## src/rtl/stream_pkg.sv

```systemverilog
// Shared widths, FSM state and lane index type for the output-stream packer.
package stream_pkg;
    localparam int WORD_W = 32;
    localparam int BEAT_W = 128;
    localparam int LANES  = 4;

    typedef enum logic {FILL = 1'b0, HOLD = 1'b1} state_e;
    typedef logic [1:0] lane_t;
endpackage

```

## src/rtl/stream_out_packer.sv

```systemverilog
// Packs 32-bit result words into 128-bit output beats, padding a short final beat,
// with a one-beat output register, a one-beat holding accumulator and status counters.
module stream_out_packer
    import stream_pkg::*;
#(
    parameter logic [WORD_W-1:0] PAD_WORD = 32'h0000_0000
) (
    input  logic              clk,
    input  logic              rst_n,
    input  logic              in_valid,
    input  logic [WORD_W-1:0] in_data,
    input  logic              in_last,
    output logic              in_rdy,
    output logic              s_valid,
    output logic [BEAT_W-1:0] s_data,
    input  logic              s_rdy,
    output logic [31:0]       beat_count,
    output logic [15:0]       pkt_count,
    output logic              busy
);
    state_e                       state_q;
    lane_t                        lane_q;
    logic [LANES-1:0][WORD_W-1:0] acc_q;
    logic [LANES-1:0][WORD_W-1:0] beat_d;
    logic                         in_rdy_q;
    logic                         s_valid_q;
    logic [BEAT_W-1:0]            s_data_q;
    logic [31:0]                  beat_count_q;
    logic [15:0]                  pkt_count_q;

    logic accept, drain, complete, out_free;

    assign accept   = in_valid && in_rdy_q;
    assign drain    = s_valid_q && s_rdy;
    assign complete = accept && (in_last || lane_q == 2'd3);
    assign out_free = !s_valid_q || s_rdy;

    // Beat as it would look if the current word completes it: earlier lanes
    // from the accumulator, this word in its lane, padding above.
    always_comb begin
        beat_d = acc_q;
        for (int i = 0; i < LANES; i++) begin
            if (i == int'(lane_q))
                beat_d[i] = in_data;
            else if (i > int'(lane_q))
                beat_d[i] = PAD_WORD;
        end
    end

    always_ff @(posedge clk or negedge rst_n) begin
        if (!rst_n) begin
            state_q      <= FILL;
            lane_q       <= '0;
            acc_q        <= '0;
            in_rdy_q     <= 1'b0;
            s_valid_q    <= 1'b0;
            s_data_q     <= '0;
            beat_count_q <= '0;
            pkt_count_q  <= '0;
        end else begin
            if (drain)
                beat_count_q <= beat_count_q + 32'd1;
            if (accept && in_last)
                pkt_count_q <= pkt_count_q + 16'd1;

            case (state_q)
                FILL: begin
                    in_rdy_q <= 1'b1;
                    if (drain)
                        s_valid_q <= 1'b0;
                    if (accept) begin
                        if (complete) begin
                            lane_q <= '0;
                            if (out_free) begin
                                s_valid_q <= 1'b1;
                                s_data_q  <= beat_d;
                            end else begin
                                // Output register busy: park the finished beat and stall input.
                                acc_q    <= beat_d;
                                state_q  <= HOLD;
                                in_rdy_q <= 1'b0;
                            end
                        end else begin
                            acc_q[lane_q] <= in_data;
                            lane_q        <= lane_q + 2'd1;
                        end
                    end
                end
                HOLD: begin
                    if (drain) begin
                        s_data_q <= acc_q;
                        state_q  <= FILL;
                        in_rdy_q <= 1'b1;
                    end
                end
                default: state_q <= FILL;
            endcase
        end
    end

    assign in_rdy     = in_rdy_q;
    assign s_valid    = s_valid_q;
    assign s_data     = s_data_q;
    assign beat_count = beat_count_q;
    assign pkt_count  = pkt_count_q;
    assign busy       = s_valid_q || (state_q == HOLD) || (lane_q != 2'd0);
endmodule

```

## config.mk

```make
export PLATFORM = sky130hd
export DESIGN_NAME = stream_out_packer
export DESIGN_NICKNAME = d
export VERILOG_FILES = /design/src/rtl/stream_pkg.sv /design/src/rtl/stream_out_packer.sv
export SDC_FILE = /design/constraint.sdc
export NUM_CORES = 1
export LEC_CHECK = 0
export BUFFER_PORTS_ARGS = -buffer_cell sky130_fd_sc_hd__buf_2
export CAP_MARGIN = 15
export CORE_MARGIN = 3
export CORE_UTILIZATION = 56
export CTS_BUF_LIST = sky130_fd_sc_hd__clkbuf_16
export DETAILED_ROUTE_END_ITERATION = 6
export GPL_ROUTABILITY_DRIVEN = 0
export PLACE_DENSITY = 0.76
export SYNTH_ARGS = -nofsm -noshare
export SYNTH_HDL_FRONTEND = slang
export SYNTH_SLANG_ARGS = --single-unit
```

## constraint.sdc

```tcl
create_clock -name clk -period 2.75 [get_ports clk]
set_input_delay 0.1375 -clock clk [delete_from_list [all_inputs] [get_ports clk]]
set_output_delay 0.1375 -clock clk [all_outputs]
set_load 0.02 [all_outputs]
```

==> impl_results.md <==
- Initial core utilization: 0.5761
- Synth top cells by count: dfrtp_1 (309), nand2_1 (121), a22o_1 (96)
- CTS Root Cell: clkbuf_16
- Clock-pin slew on the worst setup and hold paths: 0.06 ns
- Final hold violation count: 0
- Max-cap check violation count: 0
- WHS Path Cells: 2
- Post-Syn Area: 13200 um2
- Synth top area share: 0.5857
- Initial DRC count: 804
- Reg2Reg Depth: 4
- CTS HTree Levels: 2
- Fillcell total: 1739
- Number of global-route vias before repair: 9784
- Die area: 25450 um2
- PwrDens: 1157 nW/um2
- Leakage Power: 7.631 nW
- Total Routing Usage GR: 0.2716
- Synthesized netlist net count: 1159
- Async set-reset flop share out of synthesis: 1.000
- Syn Inst Count: 1116
- WL per Instance: 20.75 um
- Most used flip-flop cell after synthesis: dfrtp_1
- Peak supply drop: 0.7625 mV
- Period utilization: 0.8545
- Clk_skew: 0.01089 ns
- Post-DRT Antenna Nets: 0
- Die span in y: 159.5 um
- Worst EP arrival: 2.68 ns
- Slew HR: 0.3274
- CTS tree: done
- Final Setup Violations: 0
- Largest net degree at the start of global routing: 129
- Status: finished, final reports clean
- Fmax: 425.5 MHz
- Via Count: 9972
- FF+latch count, synth: 309
- Critical path type: reg2reg
- Post-synth top area cell: dfrtp_1
- Setup bufs post-CTS: 0
- IO Port Bufs: 215
- # clock sinks: 309
- Period minus WS final: 2.350 ns
- Core Region: 22920 um2
- Total power: 0.01824 W
- Proportion of synthesized chip area in sequential cells: 0.5857
- EDFF count, synth: 0
- Most frequent cell after synthesis: dfrtp_1
- Drt total wl: 34430 um
- Critical path required time: 3.08 ns
- Setup Total Neg Slack: 0 ns
- CP max-delay cell: or3_2
- Max clock buf depth: 3
- Post-DP HPWL: 21890 um
- DR vias/cell: 6.011
- Layout cells sized above 1: 0.2719
- CP peak stage delay: 0.87 ns
- Area contributors post-synth: dfrtp_1 (59%), a22o_1 (6.4%), mux2_2 (5.4%)
- Worst hold path class: in2reg
- CTS buffer count: 34
- RSZ-0062 raised after global routing: no
- Crit path buf inv count: 0
- Yosys warns: 0
- Crit path launch type: flip-flop
- DRT Pass-1 Iters: 5
- Cell Rows: 55
- Global-route wire length before repair: 55750 um
- Crit path depth: 4
- Top delay family on crit path: simple AND/OR/NAND/NOR gates
- Initial antenna violation count: 1
- CP Max Fanout: 66
- Synthesis-to-finish area growth: 19.41%
- Layout Nets: 1364
- Worst-Margin Slew: 1.009 ns
- CP Cell Sequence: ha_1 -> nor2_1 -> or3_2 -> o21ai_0
- Total grt overflow: 0
- Netlist cell types: 41
- Avg Cell Area, Syn: 11.83 um2
- Diode count: 0
- I/O pin count: 216
- Worst Setup End Kind: flip-flop
- Die width: 159.5 um
- Fin. max-slew vios: 0
- Drt drc: 0
- Clock Latency Late Sink: 0.50 ns
## layout make-up
class | count | area [um2] | share of cell area
Clock inverter | 26 | 141.4 | 0.008968
Tap cell | 313 | 391.6 | 0.02484
Multi-Input combinational cell | 714 | 5087 | 0.3227
Sequential cell | 309 | 7734 | 0.4906
Clock buffer | 35 | 875.8 | 0.05556
Timing Repair Buffer | 257 | 1516 | 0.09619
Inverter | 5 | 18.77 | 0.001190
## metrics by stage
step,std cells,area (um2),worst slack [ns],hold WS (ns),util
4_1_cts,1659,15770,0.4111,0.002820,0.6880
5_1_grt,1659,15770,0.2246,0.02477,0.6880
3_3_place_gp,1582,14590,0.5539,0.09189,0.6366
3_5_place_dp,1582,14590,0.4208,0.09473,0.6366
6_report,1659,15770,0.4000,0.01403,0.6880
2_1_floorplan,1116,13200,0.7624,-0.1581,-
## cell usage in the layout (no fill, tap or decap), types with 7 or more instances in the layout
cell type,n
and3_1,8
inv_1,14
clkbuf_16,35
a22oi_1,32
buf_4,20
clkinv_2,7
xor2_1,11
nand2_1,121
dlygate4sd3_1,16
nor2_1,9
a31oi_1,64
o21ai_0,62
xnor2_1,35
a22o_1,96
dfrtp_1,308
a21oi_1,64
mux2i_1,32
nand3_1,17
buf_2,214
mux2_2,63
mux2_1,35
nand4_1,18
clkinv_1,7
## power breakdown
part           switching [W]  internal, W
Clock                0.00176      0.00240
Combinational        0.00426      0.00271
Sequential          0.000992      0.00612
## registers in the layout, indices dropped and copies added, names as in the netlist
name,cells
acc_q,128
in_rdy,1
state_q,1
pkt_count,16
s_data,128
lane_q,2
beat_count,32
s_valid,1
## timing repair
item / 4_1_cts / 5_1_grt
endpoints found under the hold margin: 93 / 0
hold buffers: 16 / 0
resized for setup: 0 / 0
endpoints found under the setup margin: 0 / 0
## kinds of logic after synthesis
logic type | synth area share
DFF | 0.5857
xor gates and xnor gates | 0.03052
buffers and inverters | 0.03146
adders and majority gates | 0.005686
AOI/OAI and AO/OA | 0.1679
and+or+nand+nor | 0.07089
muxes | 0.1078
## path summary, 6_finish.rpt
kind	to	start	slack, ns
max	acc_q[123]	lane_q[1]	0.40
min	acc_q[59]	in_data[27]	0.01
max in group asynchronous	acc_q[82]	rst_n	1.75
min in group asynchronous	s_data[71]	rst_n	0.15
max reg2reg	acc_q[123]	lane_q[1]	0.40
min reg2reg	beat_count[31]	beat_count[31]	0.47
## routing by layer
metal | wire length, um | track usage | vias to the layer above
li1 | - | - | 4486
met1 | 14680 | 0.3856 | 5005
met2 | 15780 | 0.4162 | 403
met3 | 2750 | 0.05775 | 76
met4 | 1206 | 0.1007 | 2
met5 | 11 | 0 | -
No activity file was read; power rests on OpenSTA's default activity.
